$ cat src/rtl/math_adder_brent_kung_multicycle.sv
// Multi-cycle DATA_WIDTH-bit adder: one shared CHUNK-bit Brent-Kung slice per cycle, LSB chunk first.
// Optional signed-overflow output enabled by defining ADDER_MC_OVERFLOW_EN.
//
// state  | meaning
// S_IDLE | waiting for operands, o_ready high
// S_RUN  | adding chunk cnt through the shared slice
// S_DONE | result held on o_sum/o_carry until i_ready
module math_adder_brent_kung_multicycle #(
  parameter int DATA_WIDTH = 32,
  parameter int CHUNK      = 8
) (
  input  logic                  i_clk,
  input  logic                  i_rst_n,
  input  logic                  i_valid,
  output logic                  o_ready,
  input  logic [DATA_WIDTH-1:0] i_a,
  input  logic [DATA_WIDTH-1:0] i_b,
  input  logic                  i_c,
  output logic                  o_valid,
  input  logic                  i_ready,
  output logic [DATA_WIDTH-1:0] o_sum,
  output logic                  o_carry,
  output logic                  o_busy
`ifdef ADDER_MC_OVERFLOW_EN
  ,
  output logic                  o_overflow
`endif
);

  localparam int NUM_CHUNKS = DATA_WIDTH / CHUNK;
  localparam int CNT_W      = $clog2(NUM_CHUNKS) + 1;
  // largest power of two below CHUNK: first span of the down-sweep
  localparam int DS_TOP     = (1 << $clog2(CHUNK)) >> 1;

  typedef enum logic [1:0] {S_IDLE, S_RUN, S_DONE} state_t;

  state_t                state;
  logic [CNT_W-1:0]      cnt;
  logic [DATA_WIDTH-1:0] op_a;
  logic [DATA_WIDTH-1:0] op_b;
  logic                  carry_q;

  logic [CHUNK-1:0] slice_a;
  logic [CHUNK-1:0] slice_b;
  logic [CHUNK-1:0] bit_p;
  logic [CHUNK-1:0] grp_g;
  logic [CHUNK-1:0] grp_p;
  logic [CHUNK:0]   carries;
  logic [CHUNK-1:0] slice_sum;
  logic             slice_cout;
  logic             last_chunk;

  assign slice_a    = op_a[int'(cnt)*CHUNK +: CHUNK];
  assign slice_b    = op_b[int'(cnt)*CHUNK +: CHUNK];
  assign last_chunk = (cnt == CNT_W'(NUM_CHUNKS - 1));

  // Brent-Kung prefix: carry-in folded into G[0], so grp_g[i] is the carry into bit i+1
  always_comb begin
    bit_p    = slice_a ^ slice_b;
    grp_g    = slice_a & slice_b;
    grp_p    = bit_p;
    grp_g[0] = grp_g[0] | (bit_p[0] & carry_q);
    for (int d = 1; d < CHUNK; d = d * 2) begin
      for (int i = 2 * d - 1; i < CHUNK; i = i + 2 * d) begin
        grp_g[i] = grp_g[i] | (grp_p[i] & grp_g[i-d]);
        grp_p[i] = grp_p[i] & grp_p[i-d];
      end
    end
    for (int d = DS_TOP; d >= 1; d = d / 2) begin
      for (int i = 3 * d - 1; i < CHUNK; i = i + 2 * d) begin
        grp_g[i] = grp_g[i] | (grp_p[i] & grp_g[i-d]);
      end
    end
    carries    = {grp_g, carry_q};
    slice_sum  = bit_p ^ carries[CHUNK-1:0];
    slice_cout = carries[CHUNK];
  end

  assign o_ready = (state == S_IDLE) && i_rst_n;

  always_ff @(posedge i_clk or negedge i_rst_n) begin
    if (!i_rst_n) begin
      state      <= S_IDLE;
      cnt        <= '0;
      op_a       <= '0;
      op_b       <= '0;
      carry_q    <= 1'b0;
      o_sum      <= '0;
      o_carry    <= 1'b0;
      o_valid    <= 1'b0;
      o_busy     <= 1'b0;
`ifdef ADDER_MC_OVERFLOW_EN
      o_overflow <= 1'b0;
`endif
    end else begin
      case (state)
        S_IDLE: begin
          if (i_valid) begin
            op_a       <= i_a;
            op_b       <= i_b;
            carry_q    <= i_c;
            cnt        <= '0;
            o_busy     <= 1'b1;
            state      <= S_RUN;
`ifdef ADDER_MC_OVERFLOW_EN
            o_overflow <= 1'b0;
`endif
          end
        end
        S_RUN: begin
          o_sum[int'(cnt)*CHUNK +: CHUNK] <= slice_sum;
          carry_q <= slice_cout;
          cnt     <= cnt + CNT_W'(1);
          if (last_chunk) begin
            o_carry    <= slice_cout;
            o_valid    <= 1'b1;
            state      <= S_DONE;
`ifdef ADDER_MC_OVERFLOW_EN
            o_overflow <= carries[CHUNK-1] ^ slice_cout;
`endif
          end
        end
        S_DONE: begin
          if (i_ready) begin
            o_valid <= 1'b0;
            o_busy  <= 1'b0;
            state   <= S_IDLE;
          end
        end
        default: begin
          state <= S_IDLE;
        end
      endcase
    end
  end

endmodule

$ cat config.mk
export PLATFORM = sky130hd
export DESIGN_NAME = math_adder_brent_kung_multicycle
export DESIGN_NICKNAME = d
export VERILOG_FILES = /design/src/rtl/math_adder_brent_kung_multicycle.sv
export SDC_FILE = /design/constraint.sdc
export NUM_CORES = 1
export LEC_CHECK = 0
export ABC_AREA = 1
export ABC_CLOCK_PERIOD_IN_PS = 3900
export BUFFER_PORTS_ARGS = -buffer_cell sky130_fd_sc_hd__buf_2
export CAP_MARGIN = 20
export CORE_ASPECT_RATIO = 1.4
export CORE_MARGIN = 3
export CORE_UTILIZATION = 39
export DETAILED_ROUTE_END_ITERATION = 8
export SKIP_CTS_REPAIR_TIMING = 1
export SLEW_MARGIN = 5
export SYNTH_ARGS = -nofsm -noshare
export SYNTH_HDL_FRONTEND = slang
export SYNTH_SLANG_ARGS = --single-unit
$ cat constraint.sdc
create_clock -name i_clk -period 3.9 [get_ports i_clk]
set_input_delay 0.39 -clock i_clk [delete_from_list [all_inputs] [get_ports i_clk]]
set_output_delay 0.39 -clock i_clk [all_outputs]
set_load 0.01 [all_outputs]
==> impl_metrics.ini <==
[cells_and_area]
multiInputGateArea_mm2 = 0.00220
nets = 803
antenna_cells = 0
drive_gt1_frac = 0.189
utilization = 0.483
fillCellCount = 1263
syn2layout_area_growth_pct = 18.4
final_cells = 874
fin_area_mm2 = 0.00606
seq_area_mm2 = 0.00263

[global_routing]
grt_overflow_total = 0
grt_pass1_vias = 4389
antenna_found_initial = 0
grt_pass1_wl_um = 21900
grt_max_degree = 65
grt_usage = 0.193

[power_and_ir_drop]
p_clk_frac = 0.167
cellLeakagePower_nw = 3.21
ir_drop_v = 0.000331
power.internal_mw = 3.14
power_density_mw_per_mm2 = 959
p_comb_frac = 0.505
total_power_mw = 5.81
switchingPower_mw = 2.67
swShare = 0.459
p_seq_frac = 0.327

[worst_setup_path]
cp_max_fo = 10
cpPeakStageDelay_ps = 490
cp_cell_sequence = clkinv_1 -> o21ai_0 -> o22ai_1 -> nand2_1 -> fa_1 -> fa_1 -> inv_1 -> nand3_1 -> nand2_1 -> a31oi_1 -> fa_1 -> xor2_1 -> nor2_1 -> nand2_1 -> o21ai_1
arrival_ps = 3370
cpMaxStageDelayCell = fa_1
cp-start-kind = flop
crit_type = flop to flop
cp-end-kind = flop
cp.required_ps = 4110

[place]
placed_area_mm2 = 0.00574
place.gp.congestion = 0.923
hpwl_um = 9800
port_buffers = 104
dp_slack_ps = 764
placedCellCount = 858

[yosys]
syn_inst = 633
ys_warn_count = 0
synth_seq_cells = 105
avgSynthCellArea_um2 = 8.08
synthesis.area_mm2 = 0.00512
syn_nets = 717
yosysSeqAreaShare = 0.513
synth.distinct_cells = 31

[detailed_routing]
vias = 4401
wl_met3_um = 505
wl_per_cell_um = 15.1
dr.pass1.iters = 4
met1_length_um = 5890
via_per_inst = 5.04
dr.first_iter.drc_count = 206
top_layer = met4
wl_met2_um = 6610
route.detailed.drc = 0
postRouteAntennaNets = 0
wirelength_um = 13200

[sta]
max_slew_margin = 0.547
worst-slew-pin-transition_ps = 679
setup_tns_ps = 0
hold_violations = 0
clock_skew_ps = 6.60
fin_crit_sh = 0.809
final.min_clock_period_ps = 3150
setup_viol = 0
fin_ws_ps = 746
fmax_mhz = 317
holdWs_ps = 64.0
rsz0062_at_grt = no
drv_slew = 0

[die]
die_y_um = 142
die_w_um = 103
rows = 48
core_area_mm2 = 0.0126
die_area_mm2 = 0.0146
io_pins = 105
start_util = 0.408

[cts]
cts-root-buf = clkbuf_16
cts_sinks = 105
cts_buffers = 9
clk_pin_slew_ps = 70
cts_buffer_depth = 2
cts_max_level = 3
cts_tree = built
clk_latency_ps = 350

[flow_run]
maxCapViolCount = 0

[hold_path]
hp-class = primary input to asynchronous set/reset pin

[run_status]
outcome = complete, no violations
==> flip-flops by register name (all words and copies together) (netlist names) <==
| register | flops |
|---|---|
| cnt | 3 |
| o_carry | 1 |
| o_sum | 32 |
| state | 2 |
| op_a | 32 |
| o_valid | 1 |
| o_busy | 1 |
| op_b | 32 |
| carry_q | 1 |
==> kinds of logic after synthesis <==
kind of cell | share of synthesized area
xor gates and xnor gates | 0.0103
and+or+nand+nor | 0.289
adders and majority gates | 0.0440
buffers and inverters | 0.0567
DFF | 0.513
AOI/OAI and AO/OA | 0.0866
==> critical path, delay by kind of cell, from the launching register on <==
kind	cells	cell delay, ps
DFF	1	460
and+or+nand+nor	5	410
AOI/OAI and AO/OA	4	400
adders and majority gates	3	1270
xor gates and xnor gates	1	200
buffers and inverters	2	280
==> power groups by stage <==
stage / Sequential (mW) / Clock [mW] / Combinational [mW]
global route: 1.96 / 1.04 / 3.37
finish: 1.90 / 0.973 / 2.94
CTS: 1.90 / 0.997 / 2.98
floorplan: 1.86 / 0 / 2.08
detailed placement: 1.92 / 0 / 2.97
global placement: 1.91 / 0 / 2.91
==> final cells by class <==
class,instances,share of cell area
clock buffers,10,0.0378
clock inverters,6,0.0153
inverters,36,0.0223
multi-input cells,455,0.364
flip-flops and latches,105,0.434
well taps,150,0.0310
repair buffers,112,0.0963
==> cells in the mapped netlist <==
master / number / area (µm²)
a21oi_1: 17 / 85.1
a31oi_1: 1 / 6.26
buf_2: 10 / 50.1
buf_4: 1 / 7.51
clkbuf_1: 26 / 97.6
clkinv_1: 1 / 3.75
dfrtp_1: 105 / 2630
fa_1: 5 / 100
ha_1: 10 / 125
inv_1: 33 / 124
inv_2: 2 / 7.51
nand2_1: 188 / 706
nand2_2: 1 / 6.26
nand3_1: 75 / 375
nand3_2: 1 / 10.0
nand4_1: 8 / 50.1
nand4_2: 1 / 12.5
nor2_1: 66 / 248
nor2_2: 1 / 6.26
nor2_4: 2 / 22.5
nor3_1: 1 / 5.00
nor3_4: 1 / 16.3
nor3b_1: 2 / 15.0
o211ai_1: 1 / 7.51
o21ai_0: 42 / 210
o21ai_1: 19 / 95.1
o22ai_1: 5 / 31.3
o31ai_1: 1 / 7.51
or2_1: 1 / 6.26
xnor2_1: 3 / 26.3
xor2_1: 3 / 26.3
==> metal layers <==
| metal | vias to the layer above | global-route usage |
|---|---|---|
| met4 | 0 | 0.0553 |
| met2 | 101 | 0.322 |
| met1 | 2066 | 0.257 |
| met5 | - | 0 |
| met3 | 13 | 0.0310 |
| li1 | 2221 | - |
==> cell usage in the layout (no fill, tap or decap), types with 2 or more instances in the layout <==
cell	Yosys	layout
nand2_1	188	187
dfrtp_1	105	105
buf_2	10	103
nand3_1	75	75
nor2_1	66	66
o21ai_0	42	42
inv_1	33	33
o21ai_1	19	19
a21oi_1	17	17
ha_1	10	10
clkbuf_16	0	9
buf_4	1	9
nand4_1	8	8
o22ai_1	5	5
fa_1	5	5
xnor2_1	3	3
xor2_1	3	3
inv_2	2	2
nor3b_1	2	2
nor2_4	2	2
nand2_2	1	2
clkinvlp_4	0	2
clkinv_4	0	2
bufinv_16	0	2
==> path summary, 6_finish.rpt <==
path / from / end / slack, ps / cells past startpoint
worst max-delay path: cnt[1] / o_sum[31] / 750 / 15
worst min-delay path: i_rst_n / o_sum[24] / 60 / 1
worst max register to register: cnt[1] / o_sum[31] / 750 / 15
worst min register to register: op_a[14] / op_a[14] / 470 / 2
max in group asynchronous: i_rst_n / op_b[28] / 2700 / 2
min in group i_clk: i_ready / state[1] / 240 / 2
(Power assumes the default switching activity.)
